### src/rtl/seg7_scan_driver.sv
// Time-multiplexed seven-segment driver with double-buffered BCD capture and anti-ghosting blank.
// Optional build macro: LEADING_ZERO_BLANK_EN blanks leading zero digits (digit 0 never blanked).
module seg7_scan_driver #(
    parameter int   DIGITS    = 4,
    parameter int   SCAN_DIV  = 50000,
    parameter int   BLANK_CYC = 2,
    parameter logic SEG_POL   = 1'b1,
    parameter logic AN_POL    = 1'b0
) (
    input  logic                  clk,
    input  logic                  rst,
    input  logic                  enable,
    input  logic                  load,
    input  logic [4*DIGITS-1:0]   bcd_in,
    input  logic [DIGITS-1:0]     dp_in,
    output logic [6:0]            seg,
    output logic                  dp,
    output logic [DIGITS-1:0]     an,
    output logic                  frame_done
);

    localparam int DIV_W = (SCAN_DIV > 1) ? $clog2(SCAN_DIV) : 1;
    localparam int IDX_W = (DIGITS > 1) ? $clog2(DIGITS) : 1;

    localparam logic [DIV_W-1:0]  DIV_LAST = DIV_W'(SCAN_DIV - 1);
    localparam logic [IDX_W-1:0]  IDX_LAST = IDX_W'(DIGITS - 1);
    localparam logic [6:0]        SEG_OFF  = {7{~SEG_POL}};
    localparam logic              DP_OFF   = ~SEG_POL;
    localparam logic [DIGITS-1:0] AN_OFF   = {DIGITS{~AN_POL}};

    // Active-high segment pattern {g,f,e,d,c,b,a}; non-decimal codes are dark.
    function automatic logic [6:0] bcd_to_seg(input logic [3:0] code);
        logic [6:0] pat;
        case (code)
            4'd0:    pat = 7'h3F;
            4'd1:    pat = 7'h06;
            4'd2:    pat = 7'h5B;
            4'd3:    pat = 7'h4F;
            4'd4:    pat = 7'h66;
            4'd5:    pat = 7'h6D;
            4'd6:    pat = 7'h7D;
            4'd7:    pat = 7'h07;
            4'd8:    pat = 7'h7F;
            4'd9:    pat = 7'h6F;
            default: pat = 7'h00;
        endcase
        return pat;
    endfunction

    // Bit k set when digit k and every more significant digit are zero; bit 0 always clear.
    function automatic logic [DIGITS-1:0] lead_zero_mask(input logic [4*DIGITS-1:0] word);
        logic [DIGITS-1:0] mask;
        logic              zero_above;
        mask       = {DIGITS{1'b0}};
        zero_above = 1'b1;
        for (int k = DIGITS - 1; k >= 1; k--) begin
            zero_above = zero_above & (word[4*k +: 4] == 4'd0);
            mask[k]    = zero_above;
        end
        return mask;
    endfunction

    logic [DIV_W-1:0]    div_r;
    logic [IDX_W-1:0]    idx_r;
    logic [4*DIGITS-1:0] pend_bcd_r;
    logic [DIGITS-1:0]   pend_dp_r;
    logic                pend_valid_r;
    logic [4*DIGITS-1:0] disp_bcd_r;
    logic [DIGITS-1:0]   disp_dp_r;
    logic [6:0]          seg_r;
    logic                dp_r;
    logic [DIGITS-1:0]   an_r;
    logic                frame_done_r;

    logic                slot_end_s;
    logic                wrap_s;
    logic                lit_s;
    logic [3:0]          digit_code_s;
    logic [DIGITS-1:0]   blank_mask_s;
    logic [6:0]          seg_next_s;
    logic                dp_next_s;
    logic [DIGITS-1:0]   an_next_s;

    assign slot_end_s   = (div_r == DIV_LAST);
    assign wrap_s       = enable && slot_end_s && (idx_r == IDX_LAST);
    assign lit_s        = (int'(div_r) >= BLANK_CYC);
    assign digit_code_s = disp_bcd_r[4*int'(idx_r) +: 4];

`ifdef LEADING_ZERO_BLANK_EN
    assign blank_mask_s = lead_zero_mask(disp_bcd_r);
`else
    assign blank_mask_s = {DIGITS{1'b0}};
`endif

    // Next value of the registered pin drivers from the current scan state.
    always_comb begin
        seg_next_s = SEG_OFF;
        dp_next_s  = DP_OFF;
        an_next_s  = AN_OFF;
        if (enable && lit_s) begin
            if (blank_mask_s[idx_r]) begin
                seg_next_s = SEG_OFF;
            end else begin
                seg_next_s = bcd_to_seg(digit_code_s) ^ SEG_OFF;
            end
            dp_next_s = disp_dp_r[idx_r] ^ DP_OFF;
            an_next_s = (DIGITS'(1) << idx_r) ^ AN_OFF;
        end else begin
            seg_next_s = SEG_OFF;
            dp_next_s  = DP_OFF;
            an_next_s  = AN_OFF;
        end
    end

    // Slot divider and digit index; both freeze while scanning is disabled.
    always_ff @(posedge clk or posedge rst) begin
        if (rst) begin
            div_r <= {DIV_W{1'b0}};
            idx_r <= {IDX_W{1'b0}};
        end else if (enable) begin
            if (slot_end_s) begin
                div_r <= {DIV_W{1'b0}};
                if (idx_r == IDX_LAST) begin
                    idx_r <= {IDX_W{1'b0}};
                end else begin
                    idx_r <= idx_r + IDX_W'(1);
                end
            end else begin
                div_r <= div_r + DIV_W'(1);
            end
        end else begin
            div_r <= div_r;
            idx_r <= idx_r;
        end
    end

    // Pending/display double buffer; a load on the wrap edge bypasses pending.
    always_ff @(posedge clk or posedge rst) begin
        if (rst) begin
            pend_bcd_r   <= {(4*DIGITS){1'b0}};
            pend_dp_r    <= {DIGITS{1'b0}};
            pend_valid_r <= 1'b0;
            disp_bcd_r   <= {(4*DIGITS){1'b0}};
            disp_dp_r    <= {DIGITS{1'b0}};
        end else if (wrap_s) begin
            pend_valid_r <= 1'b0;
            if (load) begin
                disp_bcd_r <= bcd_in;
                disp_dp_r  <= dp_in;
            end else if (pend_valid_r) begin
                disp_bcd_r <= pend_bcd_r;
                disp_dp_r  <= pend_dp_r;
            end else begin
                disp_bcd_r <= disp_bcd_r;
                disp_dp_r  <= disp_dp_r;
            end
        end else if (load) begin
            pend_bcd_r   <= bcd_in;
            pend_dp_r    <= dp_in;
            pend_valid_r <= 1'b1;
        end else begin
            pend_valid_r <= pend_valid_r;
        end
    end

    // Registered pin drivers and the frame-wrap pulse.
    always_ff @(posedge clk or posedge rst) begin
        if (rst) begin
            seg_r        <= SEG_OFF;
            dp_r         <= DP_OFF;
            an_r         <= AN_OFF;
            frame_done_r <= 1'b0;
        end else begin
            seg_r        <= seg_next_s;
            dp_r         <= dp_next_s;
            an_r         <= an_next_s;
            frame_done_r <= wrap_s;
        end
    end

    assign seg        = seg_r;
    assign dp         = dp_r;
    assign an         = an_r;
    assign frame_done = frame_done_r;

endmodule

### config.mk
export PLATFORM = sky130hd
export DESIGN_NAME = seg7_scan_driver
export DESIGN_NICKNAME = d
export VERILOG_FILES = /design/src/rtl/seg7_scan_driver.sv
export SDC_FILE = /design/constraint.sdc
export NUM_CORES = 1
export LEC_CHECK = 0
export CAP_MARGIN = 20
export CORE_ASPECT_RATIO = 1.25
export CORE_UTILIZATION = 35
export CTS_CLUSTER_DIAMETER = 60
export CTS_CLUSTER_SIZE = 24
export DETAILED_ROUTE_END_ITERATION = 16
export GPL_TIMING_DRIVEN = 0
export PLACE_DENSITY = 0.51
export SYNTH_ARGS = -nofsm -noshare
export SYNTH_HDL_FRONTEND = slang
export SYNTH_SLANG_ARGS = --single-unit
### constraint.sdc
create_clock -name clk -period 4.6 [get_ports clk]
set_input_delay 0.46 -clock clk [delete_from_list [all_inputs] [get_ports clk]]
set_output_delay 0.46 -clock clk [all_outputs]
set_load 0.03 [all_outputs]
==> flow_summary.yaml, run 1 <==
run_status:
  status: "complete, no violations"
clock_network:
  numCtsBuffers: 9
  htree_levels: 3
  tritoncts: "yes"
  cts_hold_buffers: 0
  clkLatencyLatePin_ns: 0.34
  cts.clk_slew.worst_paths_ns: 0.06
  post_cts_buffers: 0
  cts_root_buffer: "clkbuf_16"
  clk_path_buf_depth: 2
  ctsResizeCount: 0
  cts.sinks: 72
synthesis:
  syn-num-nets: 359
  yosys.area.top_type: "dfrtp_1"
  synth_edf_count: 0
  synth.distinct_cells: 44
  synth_top_area_share_pct: 46.8
  netlist_instances: 324
  synth-main-ff-cell: "dfrtp_1"
  ys_seq_area_share_pct: 49.6
  synth_area_leaders: "dfrtp_1 (47%), mux2_2 (6.5%), o221a_2 (4.6%)"
  syn_area_um2: 3640
  ys_async_sr_fraction_pct: 100
  yosys_warnings: 0
  synth_most_common_cell: "dfrtp_1"
  postSynthAreaPerCell_um2: 11.2
  synth_seq_cells: 72
  ys_top_cells_by_count: "dfrtp_1 (68), nor2_1 (30), mux2_2 (21), nand2_1 (21), clkbuf_1 (16)"
route:
  route.detailed.drc: 0
  drtPass1Iterations: 4
  viasPerCell: 5.39
  antenna_left: 0
  wl_per_cell_um: 16.7
  drt_wl_total_um: 8460
  first_iter_violations: 107
  vias: 2734
setup_path:
  cp-endpoint: "disp_bcd_r[4]$_DFFE_PP0P_"
  critical_path.startpoint: "div_r[10]$_DFFE_PP0P_"
  worstPathArrival_ns: 2.88
  path_buf_inv: 1
  r2r_cells: 5
  critPathRequiredTime_ns: 4.87
  r2r-end: "disp_bcd_r[4]$_DFFE_PP0P_"
  crit_path_top_delay_cell: "nor3_2"
  critPathTopFamily: "simple AND/OR/NAND/NOR gates"
  worstReg2RegStart: "div_r[10]$_DFFE_PP0P_"
  path_cells: "nor4_1 > nand4_1 > nor3_2 > clkbuf_1 > o221a_2"
  crit_type: "reg -> reg"
  r2r_setup_slack_ns: 1.99
  worst-path-stages: 5
  critPathMaxStageDelay_ns: 0.56
  cp-start-kind: "flip-flop"
  endpoint_kind: "flip-flop"
  path_max_fanout: 10
grt:
  grt_pass1_wl_um: 14300
  grt_max_degree: 56
  grt-ovfl-total: 0
  grt_pass1_vias: 2819
  gr-usage-all-layers_pct: 17.7
  antenna_found_initial: 0
pwr:
  power.leakage_nw: 1.83
  vdd_drop_max_mv: 0.152
  powerDensity_nw_per_um2: 366
die:
  coreArea_um2: 10100
  die_y_um: 116
  die_x_um: 93.2
  die_area_um2: 10800
  row_count: 41
  ios: 37
  initial_utilization_pct: 36.0
place:
  dpl_cell_area_um2: 4190
  gp_congestion: 0.814
  place_hpwl_um: 5910
  portBuffers: 36
sta:
  tightest_slew_ns: 0.664
  finalHoldViolCount: 0
  slew_violations: 0
  tns_ns: 0
  fin_skew_ns: 0.0117
  fmax_mhz: 383
  fin_crit_sh_pct: 56.7
  relSlewSlack_pct: 55.7
  rsz0062_at_grt: "false"
  period_needed_ns: 2.61
  setup_viol: 0
layout:
  final_nets: 408
  final_cell_area_um2: 4530
  nFillCells: 942
  diodes: 0
  final_layout_size_suffix_gt1_share_pct: 19.3
  syn_to_final_growth_pct: 24.5
flow_run:
  maxCapViolCount: 0
worst_hold_path:
  hold_class: "in -> async"
cells by family after synthesis:
group | synth area share [%]
simple gates | 15.3
compound gates | 14.2
mux | 10.4
fa+ha+maj | 3.78
xor+xnor | 2.89
flops | 49.6
buf+inv | 3.82
cells in the final DEF (no fill, tap or decap), drive strengths merged, types with 3 or more instances in the layout:
cell type and n:
buf 5, clkinv 4, o22ai 3, o21ai 5, a221o 5, bufinv 3
nand3b 5, nor4 7, o221a 15, or3 15, nor3 4, xor2 5
a21oi 7, o31ai 5, ha 11, mux2 21, and4 3, dfrtp 68
nand2 21, clkdlybuf4s50 36, mux4 5, nand3 6, nand4 7, inv 14
clkbuf 26, xnor2 7, nor2 30, mux2i 3, dfstp 4, o32a 10
sequential cells by signal, summed over array words and instances (netlist names):
register and count:
frame_done 1, dp 1, disp_dp_r 4, idx_r 2, pend_dp_r 4, disp_bcd_r 16
pend_valid_r 1, pend_bcd_r 16, an 4, div_r 16, seg 7
routing by layer:
| layer | part of all wire, % | GRT usage, % | vias to the layer above | wire length [µm] |
|---|---|---|---|---|
| li1 | - | - | 1300 | - |
| met1 | 44 | 21.5 | 1373 | 3750 |
| met2 | 51 | 29.9 | 48 | 4300 |
| met3 | 2.8 | 3.67 | 13 | 238 |
| met4 | 2.1 | 8.51 | 0 | 174 |
| met5 | 0 | 0 | - | 0 |
stage by stage:
stage | power [mW] | std cells | util, % | setup WS, ns | hold WS [ns]
finish | 1.66 | 507 | 44.8 | 1.99 | 0.414
global route | 1.74 | 507 | 44.8 | 1.75 | 0.434
detailed placement | 0.880 | 490 | 41.5 | 1.42 | 0.497
CTS | 1.68 | 506 | 44.8 | 1.69 | 0.418
floorplan | 0.817 | 324 | - | 2.30 | 0.480
global placement | 0.874 | 489 | 41.2 | 1.01 | 0.489
worst min-delay path by stage:
stage	startpoint	slack (ns)	end
after floorplan	div_r[15]$_DFFE_PP0P_	0.48	div_r[15]$_DFFE_PP0P_
after global placement	pend_dp_r[3]$_DFFE_PP0P_	0.49	pend_dp_r[3]$_DFFE_PP0P_
after detailed placement	pend_bcd_r[10]$_DFFE_PP0P_	0.50	pend_bcd_r[10]$_DFFE_PP0P_
after CTS	rst	0.42	div_r[5]$_DFFE_PP0P_
after global routing	rst	0.43	div_r[2]$_DFFE_PP0P_
final	rst	0.41	div_r[5]$_DFFE_PP0P_
layout make-up:
cell class | count | area [µm²] | area share [%]
sequential | 72 | 1810 | 39.9
multi-input combinational | 218 | 1690 | 37.4
timing repair buffer | 38 | 393 | 8.67
clock buffer | 9 | 225 | 4.97
tap | 129 | 161 | 3.56
clock inverter | 7 | 110 | 2.43
buffer | 20 | 86.3 | 1.91
inverter | 14 | 55.1 | 1.21
report_power, final:
group	leakage [nW]	switching (mW)	internal, mW
sequential	0.907	0.0304	0.675
clock	0.169	0.266	0.525
combinational	0.759	0.0855	0.0768
total	1.83	0.382	1.28
No activity file was read; power rests on OpenSTA's default activity.
==> run 2: changes to the inputs <==
- clock period: 4.6 -> 2.5 ns (I/O delays scaled with it)
==> run 2 against run 1 <==
  * Clock power increased by 84%
  * Largest cell class unchanged
  * Utilization grew 0.83 points
  * Non-clock buffer count up 6
  * Final area increased by 1.8%
  * Via count grew 0.88%
  * Combinational power rose by 110%
  * Routed wire length up 0.96%
  * Setup slack worse by 1.9 ns
  * Global-route usage up 0.10 points
  * Register-to-register slack worse by 1.9 ns
  * Critical endpoint is now disp_bcd_r[1]$_DFFE_PP0P_
  * Sequential share of layout area down 0.62 points
  * Power grew 87%
==> flow_summary.yaml, run 2 (synthesis results as in run 1) <==
run_status:
  status: "complete, no violations"
clock_network:
  tritoncts: "yes"
  cts.sinks: 72
  clk_path_buf_depth: 2
  cts.clk_slew.worst_paths_ns: 0.06
  cts_root_buffer: "clkbuf_16"
  numCtsBuffers: 9
  htree_levels: 3
  clkLatencyLatePin_ns: 0.34
  cts_hold_buffers: 0
flow_run:
  maxCapViolCount: 0
route:
  wl_met2_um: 4320
  drt_wl_total_um: 8540
  wl_per_cell_um: 16.7
  met1_length_um: 3800
  wl_met3_um: 215
  first_iter_violations: 96
  route.detailed.drc: 0
  vias: 2758
  topRoutingLayerUsed: "met4"
  drtPass1Iterations: 4
  antenna_left: 0
  viasPerCell: 5.38
sta:
  hold_ws_ns: 0.200
  tightest_slew_ns: 0.663
  period_needed_ns: 2.46
  slew_violations: 0
  fmax_mhz: 407
  fin_skew_ns: 0.0119
  rsz0062_at_grt: "false"
  finalHoldViolCount: 0
  relSlewSlack_pct: 55.8
  fin_crit_sh_pct: 98.3
  setup_viol: 0
place:
  portBuffers: 36
  numPlacedInstances: 490
  place_hpwl_um: 5910
  gp_congestion: 0.814
die:
  row_count: 41
  initial_utilization_pct: 36.0
  coreArea_um2: 10100
  die_area_um2: 10800
  die_x_um: 93.2
  die_y_um: 116
  ios: 37
layout:
  layout_common_cells: "dfrtp_1 (64), clkdlybuf4s50_1 (36), nor2_1 (30)"
  instances_no_fill: 513
  syn_to_final_growth_pct: 26.8
  diodes: 0
  final_layout_size_suffix_gt1_share_pct: 23.2
  layout_commonest_cell: "dfrtp_1"
  final_nets: 414
  reg_top3: "disp_bcd_r x16, div_r x16, pend_bcd_r x16"
setup_path:
  r2r-end: "disp_bcd_r[1]$_DFFE_PP0P_"
  critPathTopFamily: "simple AND/OR/NAND/NOR gates"
  cp-start-kind: "flip-flop"
  path_cells: "or4b_4 > or4_4 > buf_6 > o32a_1 > o221a_2"
  r2r_setup_slack_ns: 0.04
  path_max_fanout: 10
  endpoint_kind: "flip-flop"
  worstPathArrival_ns: 2.68
  r2r_cells: 5
  critPathRequiredTime_ns: 2.72
  path_buf_inv: 1
  worstReg2RegStart: "div_r[5]$_DFFE_PP0P_"
  crit_type: "reg -> reg"
  crit_path_top_delay_cell: "or4_4"
  critPathMaxStageDelay_ns: 0.58
grt:
  grt_max_degree: 56
  grt_pass1_wl_um: 14400
  grt_pass1_vias: 2824
  antenna_found_initial: 0
  gr-usage-all-layers_pct: 17.8
  grt-ovfl-total: 0
pwr:
  vdd_drop_max_mv: 0.296
  powerDensity_nw_per_um2: 672
  power.leakage_nw: 1.90
  power.total_mw: 3.10
worst_hold_path:
  hold_class: "in -> async"
[run 2: cell count changes in the layout (fill, tap and decap cells not counted), sizes merged]
cell | previous run | this run
buf | 5 | 12
clkbuf | 26 | 25
[run 2: report_power, final]
part           switching (mW)  internal, mW
clock network           0.496         0.967
logic                   0.173         0.172
registers              0.0499          1.25
total                   0.719          2.38
[run 2: final cells by class]
| cell class | count | area, µm² |
|---|---|---|
| Buffer | 20 | 90.1 |
| Clock buffer | 9 | 225 |
| Clock inverter | 7 | 110 |
| Fill cell | 933 | 5490 |
| Inverter | 14 | 55.1 |
| Multi-Input combinational cell | 218 | 1720 |
| Sequential cell | 72 | 1810 |
| Tap cell | 129 | 161 |
| Timing Repair Buffer | 44 | 440 |
[run 2: through the flow]
stage,setup slack (ns),utilization [%],cell area [µm²],TNS (ns)
global placement,-0.878,41.2,4160,-63.89
CTS,0.0523,45.1,4560,0
finish,0.0432,45.7,4620,0
floorplan,0.200,-,3640,0
detailed placement,-0.467,41.5,4190,-4.44
global route,0.00893,45.7,4620,0
[run 2: metal layers]
metal  vias up  global-route usage (%)
met5         -                       0
met4         0                    8.62
met3        17                    3.54
met2        42                    29.9
met1      1387                    21.9
li1       1312                       -
[run 2: how the worst max path moves through the flow]
| stage | startpoint | end | slack [ns] | depth (start not counted) |
|---|---|---|---|---|
| finish | div_r[5]$_DFFE_PP0P_ | disp_bcd_r[1]$_DFFE_PP0P_ | 0.04 | 5 |
| global route | div_r[5]$_DFFE_PP0P_ | disp_bcd_r[5]$_DFFE_PP0P_ | 0.009 | 5 |
| CTS | div_r[10]$_DFFE_PP0P_ | disp_bcd_r[9]$_DFFE_PP0P_ | 0.05 | 5 |
| detailed placement | enable | disp_dp_r[2]$_DFFE_PP0P_ | -0.47 | 5 |
| global placement | rst | pend_dp_r[3]$_DFFE_PP0P_ | -0.88 | 2 |
| floorplan | div_r[10]$_DFFE_PP0P_ | disp_bcd_r[9]$_DFFE_PP0P_ | 0.20 | 5 |
[run 2: worst register-to-register path, delay by kind of cell (launching register included)]
family / cells / cell delay, ns
AO/OA/AOI/OAI: 2 / 0.57
AND/OR/NAND/NOR: 2 / 1.15
flip-flops: 1 / 0.45
buffers and inverters: 1 / 0.18
[run 2: repair_timing]
action / 4_1_cts / 5_1_grt
pin swaps: 1 / 3
cloned: 0 / 0
gates resized for setup: 3 / 11
buffers inserted: 2 / 5
setup endpoints to repair: 21 / 44
